<file path="src/rtl/fetch_pc_unit.sv">
// Instruction-fetch stage: owns the PC, fetches over a req/ack handshake and
// resolves sequential / B / BR / HLT next-PC when decode accepts an instruction.
module fetch_pc_unit #(
    parameter logic [15:0] RESET_PC = 16'h0000
) (
    input  logic        clk,
    input  logic        rst_n,
    output logic        imem_req,
    output logic [15:0] imem_addr,
    input  logic        imem_ack,
    input  logic [15:0] imem_data,
    output logic [15:0] instr,
    output logic        instr_valid,
    input  logic        instr_accept,
    input  logic [2:0]  flags,
    input  logic [15:0] rs_data,
    output logic [15:0] pc,
    output logic [15:0] pc_plus2,
    output logic        hlt
);

    typedef enum logic [1:0] {
        S_RST   = 2'd0,
        S_FETCH = 2'd1,
        S_VALID = 2'd2,
        S_HALT  = 2'd3
    } state_t;

    localparam logic [3:0] OP_B   = 4'b1100;
    localparam logic [3:0] OP_BR  = 4'b1101;
    localparam logic [3:0] OP_HLT = 4'b1111;

    state_t      state_r;
    state_t      state_next_s;
    logic [15:0] pc_r;
    logic [15:0] pc_next_s;
    logic [15:0] instr_r;
    logic [15:0] instr_next_s;
    logic        imem_req_r;
    logic        instr_valid_r;
    logic        hlt_r;

    logic [15:0] pc_plus2_s;
    logic [15:0] b_offset_s;
    logic [15:0] b_target_s;
    logic        cond_taken_s;

    // Flag-based branch condition; flag order is {Z,V,N}.
    function automatic logic branch_taken(input logic [2:0] cond, input logic [2:0] f);
        logic z;
        logic v;
        logic n;
        logic t;
        z = f[2];
        v = f[1];
        n = f[0];
        case (cond)
            3'b000:  t = ~z;
            3'b001:  t = z;
            3'b010:  t = ~z & ~n;
            3'b011:  t = n;
            3'b100:  t = z | ~n;
            3'b101:  t = z | n;
            3'b110:  t = v;
            3'b111:  t = 1'b1;
            default: t = 1'b0;
        endcase
        return t;
    endfunction

    // PC arithmetic; all sums wrap modulo 2^16.
    always_comb begin
        pc_plus2_s   = pc_r + 16'd2;
        b_offset_s   = {{6{instr_r[8]}}, instr_r[8:0], 1'b0};
        b_target_s   = pc_plus2_s + b_offset_s;
        cond_taken_s = branch_taken(instr_r[11:9], flags);
    end

    // Next-state, next-PC and instruction capture.
    always_comb begin
        state_next_s = state_r;
        pc_next_s    = pc_r;
        instr_next_s = instr_r;
        case (state_r)
            S_RST: begin
                state_next_s = S_FETCH;
            end
            S_FETCH: begin
                if (imem_ack) begin
                    instr_next_s = imem_data;
                    state_next_s = S_VALID;
                end else begin
                    state_next_s = S_FETCH;
                end
            end
            S_VALID: begin
                if (instr_accept) begin
                    case (instr_r[15:12])
                        OP_HLT: begin
                            state_next_s = S_HALT;
                        end
                        OP_B: begin
                            pc_next_s    = cond_taken_s ? b_target_s : pc_plus2_s;
                            state_next_s = S_FETCH;
                        end
                        OP_BR: begin
                            pc_next_s    = cond_taken_s ? rs_data : pc_plus2_s;
                            state_next_s = S_FETCH;
                        end
                        default: begin
                            pc_next_s    = pc_plus2_s;
                            state_next_s = S_FETCH;
                        end
                    endcase
                end else begin
                    state_next_s = S_VALID;
                end
            end
            S_HALT: begin
                state_next_s = S_HALT;
            end
            default: begin
                // An unreachable encoding recovers through the reset state.
                state_next_s = S_RST;
            end
        endcase
    end

    // State, PC, instruction and registered handshake outputs.
    always_ff @(posedge clk) begin
        if (!rst_n) begin
            state_r       <= S_RST;
            pc_r          <= RESET_PC;
            instr_r       <= 16'h0000;
            imem_req_r    <= 1'b0;
            instr_valid_r <= 1'b0;
            hlt_r         <= 1'b0;
        end else begin
            state_r       <= state_next_s;
            pc_r          <= pc_next_s;
            instr_r       <= instr_next_s;
            imem_req_r    <= (state_next_s == S_FETCH);
            instr_valid_r <= (state_next_s == S_VALID);
            hlt_r         <= (state_next_s == S_HALT);
        end
    end

    assign imem_req    = imem_req_r;
    assign imem_addr   = pc_r;
    assign instr       = instr_r;
    assign instr_valid = instr_valid_r;
    assign pc          = pc_r;
    assign pc_plus2    = pc_plus2_s;
    assign hlt         = hlt_r;

endmodule

</file>
<file path="config.mk">
export PLATFORM = sky130hd
export DESIGN_NAME = fetch_pc_unit
export DESIGN_NICKNAME = d
export VERILOG_FILES = /design/src/rtl/fetch_pc_unit.sv
export SDC_FILE = /design/constraint.sdc
export NUM_CORES = 1
export LEC_CHECK = 0
export CORE_ASPECT_RATIO = 0.8
export CORE_MARGIN = 2
export CORE_UTILIZATION = 48
export DETAILED_ROUTE_END_ITERATION = 6
export GPL_TIMING_DRIVEN = 0
export HOLD_SLACK_MARGIN = 0.12
export PLACE_DENSITY = 0.95
export SETUP_SLACK_MARGIN = 0.02
export SYNTH_ARGS = -nofsm -noshare
export SYNTH_HDL_FRONTEND = slang
export SYNTH_SLANG_ARGS = --single-unit
</file>
<file path="constraint.sdc">
create_clock -name clk -period 5.6 [get_ports clk]
set_input_delay 1.12 -clock clk [delete_from_list [all_inputs] [get_ports clk]]
set_output_delay 1.12 -clock clk [all_outputs]
set_load 0.03 [all_outputs]
</file>
# --- Word-level counts from Yosys, hierarchy flattened ---
# Cells that the tools add are included.
totals:
  ff_bits: 37
  in_bits: 39
classes:
  add_sub_neg: 2
  eq_ne: 16
  muxes: 8
  bitwise: 6
  n_reduce_logical: 4
ops:
  columns: ["cell", "n"]
  rows:
  - ["$pmux W16 S3", 1]
  - ["$mux W16", 2]
  - ["$add A16 B16 Y16", 1]
  - ["$add A16 B2 Y16 const B", 1]
  - ["$eq A3 B3 Y1 const B", 4]
  - ["$eq A4 B4 Y1 const B", 3]
  - ["$eq A2 B2 Y1 const B", 4]
  - ["$pmux W1 S8", 1]
  - ["$pmux W2 S4", 1]
  - ["$eq A3 B2 Y1 const B", 2]
  - ["$mux W2", 3]
  - ["$eq A2 B1 Y1 const B", 2]
  - ["$eq A3 B1 Y1 const B", 1]
  - ["$logic_not A3 Y1", 1]
  - ["$not A1 Y1", 3]
  - ["$reduce_and A3 Y1", 1]
  - ["$logic_not A2 Y1", 1]
  - ["$or A1 B1 Y1", 2]
  - ["$reduce_and A2 Y1", 1]
  - ["$and A1 B1 Y1", 1]

# --- Depth between registers and ports, before layout ---
# Gate-level depths: netlist of run 1.
depth:
  ltp_word: 5
  mapped_depth: 12
  mapped_depth_nobuf: 12

# --- Worst setup path after synthesis of run 1 ---
# Ideal clock, no wire load.
synth_timing:
  path_type: "register to register"
  start: "reg pc_r[3] (netlist: imem_addr[3])"
  end: "reg pc_r[15] (netlist: imem_addr[15])"
  setup_time_ns: 0.141
  arrival_time_ns: 3.238
  t_required_ns: 5.459
  path_slack_ns: 2.221
  path_stages_with_launch: 13
  path_buffers: 0
  period_less_slack_ns: 3.379
  cell_sequence: "dfxtp_1 and3_4 and4_4 nand3_1 xnor2_1 ha_1 a21oi_1 nor2b_1 o21ai_0 o2bb2ai_1 o221ai_1 a2bb2oi_1 o41ai_1"
synth_between:
  elab_chain_len: 4
  word_cells_on_any_way: 5
synth_lines:
  columns: ["item", "line_no", "source"]
  rows:
  - ["start, declared", "35", "logic [15:0] pc_r;"]
  - ["start signal, assigned", "140", "pc_r <= pc_next_s;"]
  - ["$add A16 B2 Y16", "73", "pc_plus2_s = pc_r + 16'd2;"]
  - ["net pc_plus2[12]", "18", "output logic [15:0] pc_plus2,"]
  - ["$add A16 B16 Y16", "75", "b_target_s = pc_plus2_s + b_offset_s;"]
  - ["$mux W16", "103", "pc_next_s = cond_taken_s ? b_target_s : pc_plus2_s;"]
  - ["$pmux W16 S3", "98", "case (instr_r[15:12])"]
# The timed path passes the listed nets, and every way through them passes these cells.
# A chain may end at the register's enable or synchronous reset.

# --- Worst setup path after layout of run 1 ---
layout_timing:
  start: "reg pc_r[1] (netlist: imem_addr[1])"
  end: "out pc_plus2[15]"
layout_between:
  elab_chain_len: 1
layout_lines:
  columns: ["item", "line_no"]
  rows:
  - ["$add A16 B2 Y16", "73"]
  - ["end, declared", "18"]
# Every way passes these cells.

==> results of run 1 <==
## layout make-up
type | instances | area share, %
Multi-Input combinational cell | 288 | 45.1
Timing Repair Buffer | 105 | 26.0
Sequential cell | 37 | 18.3
Buffer | 32 | 5.38
Tap cell | 78 | 2.41
Clock buffer | 5 | 1.70
Inverter | 6 | 0.557
Clock inverter | 3 | 0.526
## how the worst min path moves through the flow
stage / end / slack [ns] / cells after the start
floorplan: hlt / 0.50 / 2
global placement: instr[2] / 0.47 / 2
finish: instr[3] / 0.49 / 2
global route: instr[3] / 0.52 / 2
detailed placement: instr[3] / 0.48 / 2
CTS: instr[3] / 0.49 / 2
## worst max-delay path, stage by stage (launching register included)
cell and delay, ns:
dfxtp_1 0.47, ha_1 0.32, nand3_1 0.26, nor3_2 0.34, xor2_2 0.24, clkdlybuf4s50_1 0.71
## metrics by stage
stage	cell area [um2]	hold slack, ns	utilization, %	power (mW)
finish	4050	0.491	72.8	0.617
global route	4050	0.518	72.8	0.639
CTS	4050	0.490	72.8	0.615
detailed placement	3960	0.478	71.2	0.429
global placement	3960	0.469	71.2	0.425
floorplan	2810	0.495	-	0.362
## cell usage after synthesis (5+ instances only)
| library cell | instances |
|---|---|
| buf_4 | 19 |
| ha_1 | 17 |
| dfxtp_1 | 37 |
| o21ai_0 | 19 |
| nor2_1 | 21 |
| clkbuf_1 | 8 |
| and3_1 | 5 |
| a31oi_1 | 5 |
| nand2_1 | 61 |
| nand3_1 | 15 |
| a21oi_1 | 45 |
| xor2_1 | 10 |
| a21o_1 | 8 |
| xnor2_1 | 12 |
| inv_1 | 6 |
## metal layers
metal	vias up	part of all wire (%)
met4	0	2.8
li1	1511	-
met3	33	12
met1	1422	40
met2	206	46
met5	-	0
## layout by cell type, fill, tap and decap left out, types with 3 or more instances in the layout
| cell | instances |
|---|---|
| and2_1 | 3 |
| clkdlybuf4s50_1 | 105 |
| nor2b_1 | 4 |
| dfxtp_1 | 37 |
| nand3_1 | 15 |
| inv_1 | 6 |
| clkbuf_1 | 8 |
| buf_4 | 19 |
| xor2_1 | 10 |
| o32ai_1 | 3 |
| o21a_1 | 4 |
| nor3_1 | 4 |
| a21o_1 | 8 |
| ha_1 | 17 |
| xnor2_1 | 12 |
| clkbuf_8 | 6 |
| and3_1 | 5 |
| o21ai_0 | 19 |
| a211oi_1 | 4 |
| o21bai_1 | 3 |
| o211ai_1 | 3 |
| nor2_1 | 21 |
| a21oi_1 | 45 |
| a31oi_1 | 5 |
| nand2_1 | 61 |
| mux2i_1 | 3 |
| nand4_1 | 3 |
## report_power, final
part	switching [mW]	internal (mW)
registers	0.0124	0.272
logic	0.0733	0.0672
clock network	0.104	0.0882
total	0.189	0.428
## state kept, by name, summed over array words and instances (netlist names)
name and cells:
instr_valid 1, imem_addr 16, hlt 1, imem_req 1, instr 16, state_r 2
## kinds of logic (layout without fill, tap and decap cells)
family | Yosys count | in the layout
AO/OA/AOI/OAI | 111 | 111
adder cells (fa/ha/maj) | 18 | 18
flip-flops | 37 | 37
AND/OR/NAND/NOR | 132 | 132
multiplexers | 3 | 3
buffers and inverters | 38 | 151
XOR/XNOR | 24 | 24
==> metrics.cfg, run 1 <==
[placed_design]
detailedPlace.worstSlack_ns=2.20
gp_routability_congestion=0.958
place_inst=546
io_buffers=105
dp_hpwl_um=6910

[critical_path]
worstRegToRegCells=12
critPathCapture=pc_plus2[15]
start_kind=register
timing.critical_path.from=imem_addr[1]
critPathRequiredTime_ns=4.48
timing.critical_path.fanout_max=8
crit_type=register to output port
rr_startpoint=imem_addr[3]
cp.arrival_ns=2.65
end_kind=output port
setup_slack_of_the_most_critical_reg_to_reg_path_ns=2.38
r2r_end=imem_addr[13]

[timing]
maxClockFrequency_mhz=265
max_slew.worst_pin.slew_ns=0.601
unrepaired_setup_endpoints_after_global_routing=no
slew_headroom_pct=59.9
totalNegativeSetupSlack_ns=0
finalCriticalPeriod_ns=3.77
min_period_over_period_pct=67.3
report.final.slew_viol_count=0
setup_ws_post_layout_ns=1.83
clock_skew_ns=0.00234
timing_hold_violations_final=0
setup_viol=0

[routing]
routed_wire_length_per_instance_um=15.9
routed-via-count=3172
route.detailed.vias_per_inst=5.73
drc_errors=0
totalWireLength_um=8800
detailedRoute.firstPassIterationCount=6
drt_first_iter_violations=243
final_antenna_net_count=0

[synthesis]
dominant_combinational_cell_family_by_area_after_synthesis=compound AO/OA/AOI/OAI gates
xor_xnor_share_of_the_synthesized_area_pct=8.02
netlist.area_leader.share_pct=26.4
async_reset_ff_share_pct=0
netlist.top_cell.by_area=dfxtp_1
yosys-top-cells-area=dfxtp_1 (26%), nand2_1 (8.2%), a21oi_1 (8.0%), ha_1 (7.6%), buf_4 (5.1%)
synthesis.area_per_instance_um2=7.73
synthAdderAreaFrac_pct=8.29
synth_mux_area_share_pct=1.07
synth_flop_cell=dfxtp_1
syn-instance-count=363
synth.lib_cells_used.distinct=55
synth.cell_area_um2=2810
yosysSeqAreaShare_pct=26.4
synth-seq-cells=37
ys_warn_count=0
synth_compound_gate_area_share_pct=24.6
synth_simple_gate_area_share_pct=23.0
syn-num-nets=420
synth-edff-count=0

[global_routing]
grt_util_met2_pct=44.9
first_pass_grt_wire_length_um=13800
top_usage_layer=met2
grt_start_max_net_pins=15
use_met1_pct=34.5
grt_remaining_overflow=0
grt_pass1_vias=2958
grt_use_total_pct=27.3
antenna_found_initial=0
global_route.usage.met3_pct=7.05

[die]
chipWidth_um=89.5
top_level_ports=106
fp.coreArea_um2=5560
design.die.area_um2=6480
rows=24
floorplan.die.height_um=72.4
start_util_pct=50.5

[cts]
cts_hold_repair.buffers=0
clk_path_buf_depth=2
cts_setup_buffers=0
clkLatencyLatePin_ns=0.30
cts-resized-gates=0
clock_slew_at_the_register_clock_pins_of_the_worst_setup_and_hold_paths_ns=0.08
clk_root_buffer_cell=clkbuf_8
numCtsBuffers=5
tritoncts=done
cts.sink_count=37
h_tree_level_count=2

[layout]
drive_above_1_share_pct=9.24
ff_latch_area_um2=741
syn_to_final_growth_pct=44.1
n_fill_cell=419
antenna_cells_inserted=0
num-nets-final=532
finish.cell_count_without_fillers=554
multi_input_area_um2=1830

[power_and_ir_drop]
power.density_cell_area_nw_per_um2=153
cellLeakagePower_nw=1.57
vdd_ir_drop_max_v=0.000125

[min_path]
start_point_of_the_worst_min_delay_path=instr[3]
min-delay-path-class=register to register

[job]
maxCapViolCount=0

[outcome]
run_status=complete, no violations

(Power assumes the default switching activity.)
==> inputs of run 2 (changes only) <==
- CORE_UTILIZATION: 48 -> 45
- PLACE_DENSITY: 0.95 -> 0.93
- clock period: 5.6 -> 3.75 ns (I/O delays scaled with it)
==> metrics.cfg, run 2 (same netlist as run 1, synthesis figures left out) <==
[routing]
drt_first_iter_violations=279  ; was 243
final_antenna_net_count=0  ; unchanged
routed-via-count=3164  ; was 3172
highest_layer=met4  ; unchanged
route.detailed.vias_per_inst=5.68  ; was 5.73
totalWireLength_um=9140  ; was 8800 um
routedLengthMet1_um=3640  ; was 3490 um
detailroute.wirelength.met3_um=1040  ; was 1020 um
routed_wire_length_per_instance_um=16.4  ; was 15.9 um
detailedRoute.firstPassIterationCount=5  ; was 6
dr_wl_met2_um=4320  ; was 4040 um
drc_errors=0  ; unchanged

[layout]
layout_commonest_cell=clkdlybuf4s50_1  ; unchanged
num-nets-final=532  ; unchanged
commonest_cells_after_routing_fill_and_taps_aside=clkdlybuf4s50_1 (105), nand2_1 (61), a21oi_1 (45), dfxtp_1 (37), nor2_1 (21)  ; unchanged
antenna_cells_inserted=0  ; unchanged
drive_above_1_share_pct=9.03  ; was 9.24%
finish.cell_count_without_fillers=557  ; was 554
syn_to_final_growth_pct=45.0  ; was 44.1%

[cts]
numCtsBuffers=5  ; unchanged
cts_hold_repair.buffers=0  ; unchanged
tritoncts=done  ; unchanged
cts.sink_count=37  ; unchanged
h_tree_level_count=2  ; unchanged
clock_slew_at_the_register_clock_pins_of_the_worst_setup_and_hold_paths_ns=0.07  ; was 0.08 ns
cts_setup_buffers=0  ; unchanged
clk_root_buffer_cell=clkbuf_8  ; unchanged
cts-resized-gates=0  ; unchanged
clk_path_buf_depth=2  ; unchanged
clkLatencyLatePin_ns=0.29  ; was 0.30 ns

[timing]
slew_headroom_pct=59.3  ; was 59.9%
min_period_over_period_pct=91.4
finalCriticalPeriod_ns=3.43
max_slew.worst_pin.slew_ns=0.610  ; was 0.601 ns
setup_viol=0  ; unchanged
clock_skew_ns=0.00650  ; was 0.00234 ns
report.final.slew_viol_count=0  ; unchanged
fin_hold_ws_ns=0.497  ; was 0.491 ns
totalNegativeSetupSlack_ns=0  ; unchanged
timing_hold_violations_final=0  ; unchanged
maxClockFrequency_mhz=292
unrepaired_setup_endpoints_after_global_routing=no  ; unchanged

[die]
start_util_pct=47.0  ; was 50.5%
rows=25  ; was 24
fp.coreArea_um2=5970  ; was 5560 um2
top_level_ports=106  ; unchanged
chipWidth_um=92.3  ; was 89.5 um
floorplan.die.height_um=74.6  ; was 72.4 um
design.die.area_um2=6890  ; was 6480 um2

[critical_path]
cp_cell_sequence=ha_1 -> nand3_1 -> nor3_2 -> xor2_2 -> clkdlybuf4s50_1  ; unchanged
start_kind=register  ; unchanged
cp.arrival_ns=2.68  ; was 2.65 ns
setup_slack_of_the_most_critical_reg_to_reg_path_ns=0.51  ; was 2.38 ns
timing.critical_path.fanout_max=8  ; unchanged
end_kind=output port  ; unchanged
worstPathBufferInverterCount=1  ; unchanged
cpMaxStageDelayCell=clkdlybuf4s50_1  ; unchanged
max_stage_delay_ns=0.72  ; was 0.71 ns
crit_type=register to output port  ; unchanged
critical_path.top_delay_family=buffers and inverters  ; unchanged
critPathRequiredTime_ns=3.00  ; was 4.48 ns

[global_routing]
grt_start_max_net_pins=15  ; unchanged
grt_use_total_pct=26.4  ; was 27.3%
antenna_found_initial=0  ; unchanged
grt_remaining_overflow=0  ; unchanged
first_pass_grt_wire_length_um=14300  ; was 13800 um
grt_pass1_vias=3021  ; was 2958

[power_and_ir_drop]
power.density_cell_area_nw_per_um2=241  ; was 153 nW/um2
vdd_ir_drop_max_v=0.000184  ; was 0.000125 V
cellLeakagePower_nw=1.58  ; was 1.57 nW
power.total_mw=0.983  ; was 0.617 mW

[placed_design]
io_buffers=105  ; unchanged
place_inst=549  ; was 546
dp_hpwl_um=7040  ; was 6910 um
gp_routability_congestion=0.865  ; was 0.958

[outcome]
run_status=complete, no violations  ; unchanged

[min_path]
min-delay-path-class=register to register  ; unchanged

[job]
maxCapViolCount=0  ; unchanged

[run 2: cell types whose count changed in the layout (fill, tap and decap cells not counted), sizes merged]
cell and change:
bufinv +1, clkinvlp -1, clkbuf +1, inv -1
[run 2: worst paths after layout]
kind                startpoint             to  cells after the start
setup reg to reg  imem_addr[3]  imem_addr[15]                     12
setup / recovery  imem_addr[1]   pc_plus2[15]                      5
hold / removal        instr[3]       instr[3]                      2
hold reg to reg       instr[3]       instr[3]                      2
[run 2: report_power, final]
group | internal, mW | switching (mW)
logic | 0.101 | 0.111
clock network | 0.200 | 0.148
registers | 0.407 | 0.0178
[run 2: cell type report]
class | count | area, um2
Inverter | 6 | 22.5
Timing Repair Buffer | 105 | 1050
Tap cell | 81 | 101
Sequential cell | 37 | 741
Multi-Input combinational cell | 288 | 1830
Clock buffer | 6 | 72.6
Fill cell | 496 | 1900
Clock inverter | 2 | 38.8
Buffer | 32 | 218
[run 2: routing by layer]
metal	up-vias	global-route usage (%)
met5	-	0
met4	0	10.6
met3	17	6.91
met2	200	45.6
met1	1439	32.3
li1	1508	-
[run 2: worst register-to-register path: stages (launching register included)]
cell and delay [ns]:
dfxtp_1 0.49, and3_4 0.26, and4_4 0.27, nand3_1 0.18, xnor2_1 0.36, ha_1 0.35, a21oi_1 0.30, nor2b_1 0.09
o21ai_0 0.15, o2bb2ai_1 0.14, o221ai_1 0.18, a2bb2oi_1 0.22, o41ai_1 0.11
[run 2: through the flow]
stage	setup slack, ns	area [um2]	utilization [%]
after global routing	0.152	4070	68.1
after global placement	0.716	3960	66.3
after detailed placement	0.597	3960	66.3
final	0.322	4070	68.1
after CTS	0.357	4070	68.1
after floorplan	0.371	2810	-
==> inputs of run 3 (changes only) <==
- ABC_AREA: not set -> 1
- CORE_UTILIZATION: 45 -> 46
- PLACE_DENSITY: 0.93 -> 0.94
- SETUP_SLACK_MARGIN: 0.02 -> not set
==> metrics.cfg, run 3 <==
[synthesis]
synth.lib_cells_used.distinct=34  ; was 55
top_cell_types_by_occurrence_after_synthesis=nand2_1 (117), nor2_1 (71), inv_1 (50)  ; was nand2_1 (61), a21oi_1 (45), dfxtp_1 (37)
xor_xnor_share_of_the_synthesized_area_pct=3.78  ; was 8.02%
synth.cell_area_um2=3010  ; was 2810 um2
yosys-top-cells-area=dfxtp_1 (25%), nand2_1 (15%), nor2_1 (8.9%), ha_1 (7.1%), inv_1 (6.2%)  ; was dfxtp_1 (26%), nand2_1 (8.2%), a21oi_1 (8.0%), ha_1 (7.6%), buf_4 (5.1%)
synth_flop_cell=dfxtp_1  ; unchanged
netlist.area_leader.share_pct=24.6  ; was 26.4%
synthesis.area_per_instance_um2=6.42  ; was 7.73 um2
synth-edff-count=0  ; unchanged
synth-seq-cells=37  ; unchanged
synth_most_common_cell=nand2_1  ; unchanged
synth_mux_area_share_pct=0  ; was 1.07%
netlist.top_cell.by_area=dfxtp_1  ; unchanged
dominant_combinational_cell_family_by_area_after_synthesis=simple AND/OR/NAND/NOR gates  ; was compound AO/OA/AOI/OAI gates
syn-num-nets=526  ; was 420
synth_simple_gate_area_share_pct=37.5  ; was 23.0%
async_reset_ff_share_pct=0  ; unchanged
syn-instance-count=469  ; was 363
yosysSeqAreaShare_pct=24.6  ; was 26.4%
synth_compound_gate_area_share_pct=13.9  ; was 24.6%
ys_warn_count=0  ; unchanged
synthAdderAreaFrac_pct=7.73  ; was 8.29%

[routing]
routed-via-count=3444  ; was 3164
detailedRoute.firstPassIterationCount=5  ; unchanged
final_antenna_net_count=0  ; unchanged
totalWireLength_um=9750  ; was 9140 um
drt_first_iter_violations=233  ; was 279
routed_wire_length_per_instance_um=14.6  ; was 16.4 um
drc_errors=0  ; unchanged
route.detailed.vias_per_inst=5.17  ; was 5.68

[critical_path]
critPathRequiredTime_ns=3.00  ; about the same
cp.arrival_ns=2.63  ; was 2.68 ns
cp_cell_sequence=ha_1 -> nand3_2 -> nor2_4 -> nand2_1 -> xor2_1 -> clkdlybuf4s50_1  ; was ha_1 -> nand3_1 -> nor3_2 -> xor2_2 -> clkdlybuf4s50_1
cpMaxStageDelayCell=clkdlybuf4s50_1  ; unchanged
timing.critical_path.fanout_max=7  ; was 8
start_kind=register  ; unchanged
max_stage_delay_ns=0.75  ; was 0.72 ns
crit_type=register to output port  ; unchanged
end_kind=output port  ; unchanged

[die]
rows=26  ; was 25
chipWidth_um=94.4  ; was 92.3 um
design.die.area_um2=7210  ; was 6890 um2
floorplan.die.height_um=76.4  ; was 74.6 um
start_util_pct=47.5  ; was 47.0%
top_level_ports=106  ; unchanged
fp.coreArea_um2=6340  ; was 5970 um2

[job]
maxCapViolCount=0  ; unchanged

[cts]
h_tree_level_count=2  ; unchanged
clock_slew_at_the_register_clock_pins_of_the_worst_setup_and_hold_paths_ns=0.08  ; was 0.07 ns
clkLatencyLatePin_ns=0.31  ; was 0.29 ns
cts_setup_buffers=0  ; unchanged
numCtsBuffers=5  ; unchanged
clk_path_buf_depth=2  ; unchanged
cts-resized-gates=0  ; unchanged
cts.sink_count=37  ; unchanged
tritoncts=done  ; unchanged
cts_hold_repair.buffers=0  ; unchanged
clk_root_buffer_cell=clkbuf_8  ; unchanged

[layout]
finish.utilization_pct=67.1  ; was 68.1%
drive_above_1_share_pct=8.93  ; was 9.03%
antenna_cells_inserted=0  ; unchanged
num-nets-final=638  ; was 532
layout_commonest_cell=nand2_1  ; was clkdlybuf4s50_1
syn_to_final_growth_pct=41.4  ; was 45.0%
commonest_cells_after_routing_fill_and_taps_aside=nand2_1 (117), clkdlybuf4s50_1 (105), nor2_1 (71), inv_1 (50), dfxtp_1 (37)  ; was clkdlybuf4s50_1 (105), nand2_1 (61), a21oi_1 (45), dfxtp_1 (37), nor2_1 (21)

[placed_design]
gp_routability_congestion=0.966  ; was 0.865
io_buffers=105  ; unchanged
dp_hpwl_um=7720  ; was 7040 um

[timing]
setup_viol=0  ; unchanged
maxClockFrequency_mhz=296  ; was 292 MHz
timing_hold_violations_final=0  ; unchanged
report.final.slew_viol_count=0  ; unchanged
unrepaired_setup_endpoints_after_global_routing=no  ; unchanged
min_period_over_period_pct=90.1  ; was 91.4%
finalCriticalPeriod_ns=3.38  ; was 3.43 ns
clock_skew_ns=0.0121  ; was 0.00650 ns
totalNegativeSetupSlack_ns=0  ; unchanged
max_slew.worst_pin.slew_ns=0.516  ; was 0.610 ns
slew_headroom_pct=65.6  ; was 59.3%

[global_routing]
antenna_found_initial=0  ; unchanged
grt_pass1_vias=3443  ; was 3021
grt_use_total_pct=28.1  ; was 26.4%
grt_start_max_net_pins=14  ; was 15
grt_remaining_overflow=0  ; unchanged
first_pass_grt_wire_length_um=16100  ; was 14300 um

[power_and_ir_drop]
power.density_cell_area_nw_per_um2=228  ; was 241 nW/um2
vdd_ir_drop_max_v=0.000204  ; was 0.000184 V
cellLeakagePower_nw=2.03  ; was 1.58 nW

[outcome]
run_status=complete, no violations  ; unchanged

[min_path]
min-delay-path-class=register to register  ; unchanged

-- run 3: cell count changes in the layout (fill, tap and decap cells not counted), sizes merged, moves of 10 or more --
cell,delta
nand2,+62
nor2,+58
inv,+50
a21oi,-11
xnor2,-10
-- run 3: final timing paths --
path	from	depth (start not counted)	endpoint	slack, ns
worst max-delay path	imem_addr[1]	6	pc_plus2[11]	0.37
worst min-delay path	instr[15]	2	instr[15]	0.56
worst max register to register	imem_addr[1]	16	imem_addr[15]	0.77
worst min register to register	instr[15]	2	instr[15]	0.56
-- run 3: per-stage QoR --
stage	hold slack [ns]	total power [mW]	setup slack, ns	cell area (um2)	std cells
final	0.559	0.970	0.372	4260	666
after global routing	0.602	1.01	0.273	4260	666
after CTS	0.568	0.970	0.429	4260	666
after detailed placement	0.549	0.677	0.775	4170	658
after global placement	0.506	0.669	0.798	4170	658
after floorplan	0.556	0.568	0.767	3010	469
-- run 3: logic make-up after synthesis --
group                    count (synthesis)
buffers and inverters                   80
XOR/XNOR                                13
adder cells (fa/ha/maj)                 18
AO/OA/AOI/OAI                           77
flip-flops                              37
AND/OR/NAND/NOR                        244
-- run 3: worst max-delay path, delay by kind of cell (launching register included) --
kind / cells / cell delay (ns)
simple gates: 3 / 0.54
fa+ha+maj: 1 / 0.28
flops: 1 / 0.46
buf+inv: 1 / 0.75
xor+xnor: 1 / 0.29
-- run 3: power breakdown --
| part | internal, mW | total (mW) | switching (mW) |
|---|---|---|---|
| combinational | 0.106 | 0.241 | 0.136 |
| sequential | 0.411 | 0.431 | 0.0203 |
| clock | 0.132 | 0.298 | 0.166 |
| total | 0.648 | 0.970 | 0.322 |
-- run 3: cell type report --
type	instances	area [um2]
multi-input combinational	352	1890
timing repair buffer	105	1050
clock inverter	3	21.3
sequential	37	741
clock buffer	5	68.8
inverter	55	206
tap	84	105
buffer	25	169
fill	579	2090
-- run 3: per-layer routing --
| metal | global-route usage, % | wire, um |
|---|---|---|
| met4 | 8.41 | 145 |
| met3 | 6.63 | 747 |
| met1 | 37.1 | 4360 |
| met5 | 0 | 0 |
| met2 | 45.3 | 4500 |
==> variant 1: new RTL, config.mk and constraints of run 3 <==
Take the reset off `instr_r` and load it in a clocked block of its own.
--- a/src/rtl/fetch_pc_unit.sv
+++ b/src/rtl/fetch_pc_unit.sv
@@ -131,18 +131,20 @@
         if (!rst_n) begin
             state_r       <= S_RST;
             pc_r          <= RESET_PC;
-            instr_r       <= 16'h0000;
             imem_req_r    <= 1'b0;
             instr_valid_r <= 1'b0;
             hlt_r         <= 1'b0;
         end else begin
             state_r       <= state_next_s;
             pc_r          <= pc_next_s;
-            instr_r       <= instr_next_s;
             imem_req_r    <= (state_next_s == S_FETCH);
             instr_valid_r <= (state_next_s == S_VALID);
             hlt_r         <= (state_next_s == S_HALT);
         end
+    end
+
+    always_ff @(posedge clk) begin
+        instr_r <= instr_next_s;
     end
 
     assign imem_req    = imem_req_r;
Check against the original RTL: differs if rst_n is asserted again (counterexample within 4 cycles, from zero or initial values and one cycle with rst_n low); with rst_n held inactive, the same outputs for 10 cycles.
==> variant 1 against run 3 <==
- setup slack improved by 0.11 ns
- design area down 0.68%
- sequential share of layout area is 3.9 points higher
- register-to-register slack better by 0.06 ns
- power fell by 2.2%
- sequential cell count unchanged
- first-iteration DRC count rose by 22%
- routed wire length shrank 5.5%
- synthesized area decreased by 1.0%
- critical endpoint is now pc_plus2[12]
- largest cell class unchanged
- highest routed layer unchanged
==> variant 1: results (changes against run 3) <==
yosys:
  syn_avg_cell_area_um2: 6.963  # was 6.419 µm²
  ys_seq_area_share_pct: 30.23  # was 24.61%
  ys_warn_count: 0  # unchanged
  synth_common_cells: "nand2_1 (113), nor2_1 (50), inv_1 (47), nand3_1 (28), a21oi_1 (26)"  # was nand2_1 (117), nor2_1 (71), inv_1 (50), dfxtp_1 (37), a21oi_1 (34)
  synth_edf_count: 16  # was 0
  syn_nets: 485  # was 526
  synth_area_leaders: "edfxtp_1 (16%), nand2_1 (14%), dfxtp_1 (14%)"  # was dfxtp_1 (25%), nand2_1 (15%), nor2_1 (8.9%)
  synth_cell_type_count: 38  # was 34
place:
  gp_congestion: 0.8981  # was 0.9664
  dpl.hpwl_um: 7497  # was 7719 µm
  portBuffers: 105  # unchanged
  post_dp_cell_area_mm2: 0.004136  # was 0.004167 mm²
  post-place-ws_ns: 0.8187  # was 0.7752 ns
  placedCellCount: 617  # was 658
cts:
  cts_max_level: 2  # unchanged
  cts.path.max_buffers: 2  # unchanged
  cts_buffers: 5  # unchanged
  cts-root-buf: "clkbuf_8"  # unchanged
finish:
  final_layout_size_suffix_gt1_share_pct: 11.09  # was 8.935%
  fillCellCount: 567  # was 579
  fin_nets: 597  # was 638
  fin_cells: 625  # was 666
worst_setup_path:
  arrival_ns: 2.52  # was 2.63 ns
  cp_max_fo: 6  # was 7
  ff2ff_path_depth: 14  # was 16
grt:
  grt_pass1_wl_um: 14680  # was 16,090 µm
  grt_util_all_layers_pct: 26.01  # was 28.06%
  grt_pass1_vias: 3101  # was 3,443
  grt_use_met1_pct: 37.31  # was 37.12%
  grt_util_met2_pct: 40.57  # was 45.29%
  grt_max_degree: 18  # was 14
  antenna_found_initial: 0  # unchanged
  met3_usage_pct: 5.737  # was 6.627%
run_status:
  status: "complete, no violations"  # unchanged
power_and_ir_drop:
  p_leak_nw: 1.893  # was 2.031 nW
  power_density_mw_per_mm2: 224.5  # was 227.9 mW/mm²
  p_switching_mw: 0.2913  # was 0.3218 mW
  peakVddDrop_uv: 183.1  # was 204.2 µV
drt:
  wl_um: 9209  # was 9749 µm
  drt-vias-per-instance: 5.243  # was 5.171
  met3_length_um: 870  # was 747 µm
  drtIter0Drc: 284  # was 233
  route.met2.wl_um: 4216  # was 4496 µm
  wirelength_met1_um: 3964  # was 4361 µm
worst_hold_path:
  hp-class: "reg2reg"  # unchanged
  hold_depth: 2  # unchanged
job:
  max-cap-violations: 0  # unchanged
sta:
  hold_viol_final: 0  # unchanged
  skew_ns: 0.01020  # was 0.01213 ns
  relSlewSlack_pct: 39.59  # was 65.58%
## variant 1: cell count changes after synthesis, moves of 4 or more
cell      change
a21oi_1       -8
nand4_1       +4
edfxtp_1     +16
clkbuf_1      -5
o21ai_1       +5
dfxtp_1      -16
nor2_1       -21
nand2_1       -4
o21ai_0      -16
nand3_1       +7
## variant 1: cells by family after synthesis
logic type / share of synthesized area [%]
simple gates: 35.60
buf+inv: 11.67
compound gates: 10.37
flops: 30.23
fa+ha+maj: 7.808
xor+xnor: 4.325
## variant 1: critical path: stages (launching register included)
cell and delay (ns):
dfxtp_1 0.49, nand2_2 0.14, nor3_2 0.27, nand3_1 0.12, xnor2_1 0.42, clkdlybuf4s50_1 0.76
## variant 1: path summary, 6_finish.rpt
check               startpoint             to  slack [ns]
hold reg to reg   imem_addr[0]   imem_addr[0]        0.49
hold / removal    imem_addr[0]   imem_addr[0]        0.49
setup reg to reg  imem_addr[6]  imem_addr[13]        0.83
setup / recovery  imem_addr[6]   pc_plus2[12]        0.48
## variant 1: cell type report
type	count	share of cell area, %
multi-input cells	318	41.02
repair buffers	105	24.86
flip-flops and latches	37	21.31
inverters	51	4.528
plain buffers	22	3.699
well taps	84	2.486
clock buffers	5	1.628
clock inverters	3	0.4735
## variant 1: power by group through the flow
| stage | registers [mW] | clock network [mW] | logic, mW |
|---|---|---|---|
| 4_1_cts | 0.448 | 0.302 | 0.199 |
| 6_report | 0.448 | 0.300 | 0.201 |
| 5_1_grt | 0.450 | 0.326 | 0.214 |
| 2_1_floorplan | 0.477 | 0 | 0.0836 |
| 3_3_place_gp | 0.457 | 0 | 0.193 |
| 3_5_place_dp | 0.457 | 0 | 0.198 |
==> variant 2: new RTL, flow settings as in run 3 <==
Without the edit above. The 4 states of `state_t` get a one-hot encoding in 4 bits.
--- a/src/rtl/fetch_pc_unit.sv
+++ b/src/rtl/fetch_pc_unit.sv
@@ -19,11 +19,11 @@
     output logic        hlt
 );
 
-    typedef enum logic [1:0] {
-        S_RST   = 2'd0,
-        S_FETCH = 2'd1,
-        S_VALID = 2'd2,
-        S_HALT  = 2'd3
+    typedef enum logic [3:0] {
+        S_RST   = 4'b0001,
+        S_FETCH = 4'b0010,
+        S_VALID = 4'b0100,
+        S_HALT  = 4'b1000
     } state_t;
 
     localparam logic [3:0] OP_B   = 4'b1100;
Behaviour: same outputs for any inputs over 10 cycles, from zero or initial values and one cycle with rst_n low; not proved beyond that.
==> variant 2 against run 3 <==
- power grew 0.69%
- critical path depth grew 1
- sequential cell count increased by 2
- final cell count is 4.8% higher
- core utilization rose by 0.75 points
- setup slack worse by 0.17 ns
- synthesized area is 4.7% higher
- hold slack lost 0.068 ns
- routed wire length is 11% higher
- combinational power decreased by 24%
- design area increased by 3.7%
- largest cell class unchanged
==> variant 2: results (changes against run 3) <==
grt:
  grt_util_all_layers_pct: 29.47  # was 28.06%
  grt_max_degree: 13  # was 14
  grt_pass1_vias: 3714  # was 3,443
  grt_pass1_wl_um: 17480  # was 16,090 µm
yosys:
  syn_inst: 502  # was 469
  ys_seq_area_share_pct: 24.77  # was 24.61%
  synth_area_leaders: "dfxtp_1 (25%), nand2_1 (16%), a21oi_1 (9.1%)"  # was dfxtp_1 (25%), nand2_1 (15%), nor2_1 (8.9%)
  synth_cell_type_count: 35  # was 34
  synth_common_cells: "nand2_1 (137), a21oi_1 (57), inv_1 (57), nand3_1 (40), dfxtp_1 (39)"  # was nand2_1 (117), nor2_1 (71), inv_1 (50), dfxtp_1 (37), a21oi_1 (34)
  syn_nets: 560  # was 526
finish:
  fin_nets: 672  # was 638
  fillCellCount: 521  # was 579
  final_layout_size_suffix_gt1_share_pct: 8.143  # was 8.935%
power_and_ir_drop:
  p_leak_nw: 1.923  # was 2.031 nW
  peakVddDrop_uv: 202.3  # was 204.2 µV
drt:
  drt-pass1-iter-count: 6  # was 5
  drtIter0Drc: 479  # was 233
  wl_um: 10860  # was 9749 µm
place:
  post_dp_cell_area_mm2: 0.004308  # was 0.004167 mm²
  gp_congestion: 0.9404  # was 0.9664
  dpl.hpwl_um: 8348  # was 7719 µm
  placedCellCount: 691  # was 658
sta:
  skew_ns: 0.01162  # was 0.01213 ns
  relSlewSlack_pct: 62.14  # was 65.58%
die:
  start_util_pct: 48.44  # was 47.46%
worst_setup_path:
  arrival_ns: 2.79  # was 2.63 ns
  cpPeakStageDelay_ns: 0.78  # was 0.75 ns
run_status:
  status: "complete, no violations"  # unchanged
==> variant 2: metal layers <==
| layer | wire [µm] | vias to the layer above | part of all wire [%] |
|---|---|---|---|
| met5 | 0 | - | 0 |
| met4 | 310 | 0 | 2.9 |
| met3 | 1508 | 43 | 14 |
| met2 | 5080 | 262 | 47 |
| met1 | 3959 | 1764 | 36 |
| li1 | - | 1838 | - |
==> variant 2: path summary, 6_finish.rpt <==
| path | end | from | slack (ns) | cells past startpoint |
|---|---|---|---|---|
| setup / recovery | pc_plus2[9] | imem_addr[1] | 0.21 | 7 |
| hold / removal | instr[14] | instr[14] | 0.49 | 2 |
| setup reg to reg | imem_addr[10] | imem_addr[1] | 0.30 | 16 |
| hold reg to reg | instr[14] | instr[14] | 0.49 | 2 |
==> variant 2: cell type report <==
cell class,count,area (µm²),share of cell area [%]
buffer,30,196.4,4.450
timing repair buffer,105,1051,23.81
clock inverter,2,37.54,0.8503
sequential,39,780.7,17.69
multi-input combinational,373,1949,44.16
clock buffer,5,68.82,1.559
tap,84,105.1,2.381
inverter,60,225.2,5.102
==> variant 2: kinds of logic after synthesis <==
kind of cell / synth area share, %
adders and majority gates: 7.781
buffers and inverters: 13.38
and+or+nand+nor: 34.50
AOI/OAI and AO/OA: 16.55
DFF: 24.77
xor gates and xnor gates: 3.017
==> variant 2: power by group <==
part / internal, mW / switching, mW / total, mW
registers: 0.427 / 0.0147 / 0.442
logic: 0.0820 / 0.0999 / 0.182
clock network: 0.194 / 0.159 / 0.353
total: 0.703 / 0.274 / 0.977
==> variant 2: worst reg2reg max path, cell delays in order (launching register included) <==
cell     delay [ns]
dfxtp_1        0.45
ha_1           0.27
nand3_2        0.11
nor2_4         0.20
nand2_2        0.09
nor2_4         0.11
xor2_1         0.48
ha_1           0.38
a21oi_1        0.19
nand2_1        0.11
inv_1          0.07
nand3_1        0.10
nand2_1        0.07
nand2_1        0.05
o21ai_0        0.34
nand2_1        0.13
a21oi_1        0.21
==> variant 2: stage by stage <==
step           worst slack, ns  power, mW
2_1_floorplan           0.6273     0.5401
3_3_place_gp            0.6325     0.6207
3_5_place_dp            0.5738     0.6273
4_1_cts                 0.3282     0.9693
5_1_grt                 0.1138      1.002
6_report                0.2060     0.9770
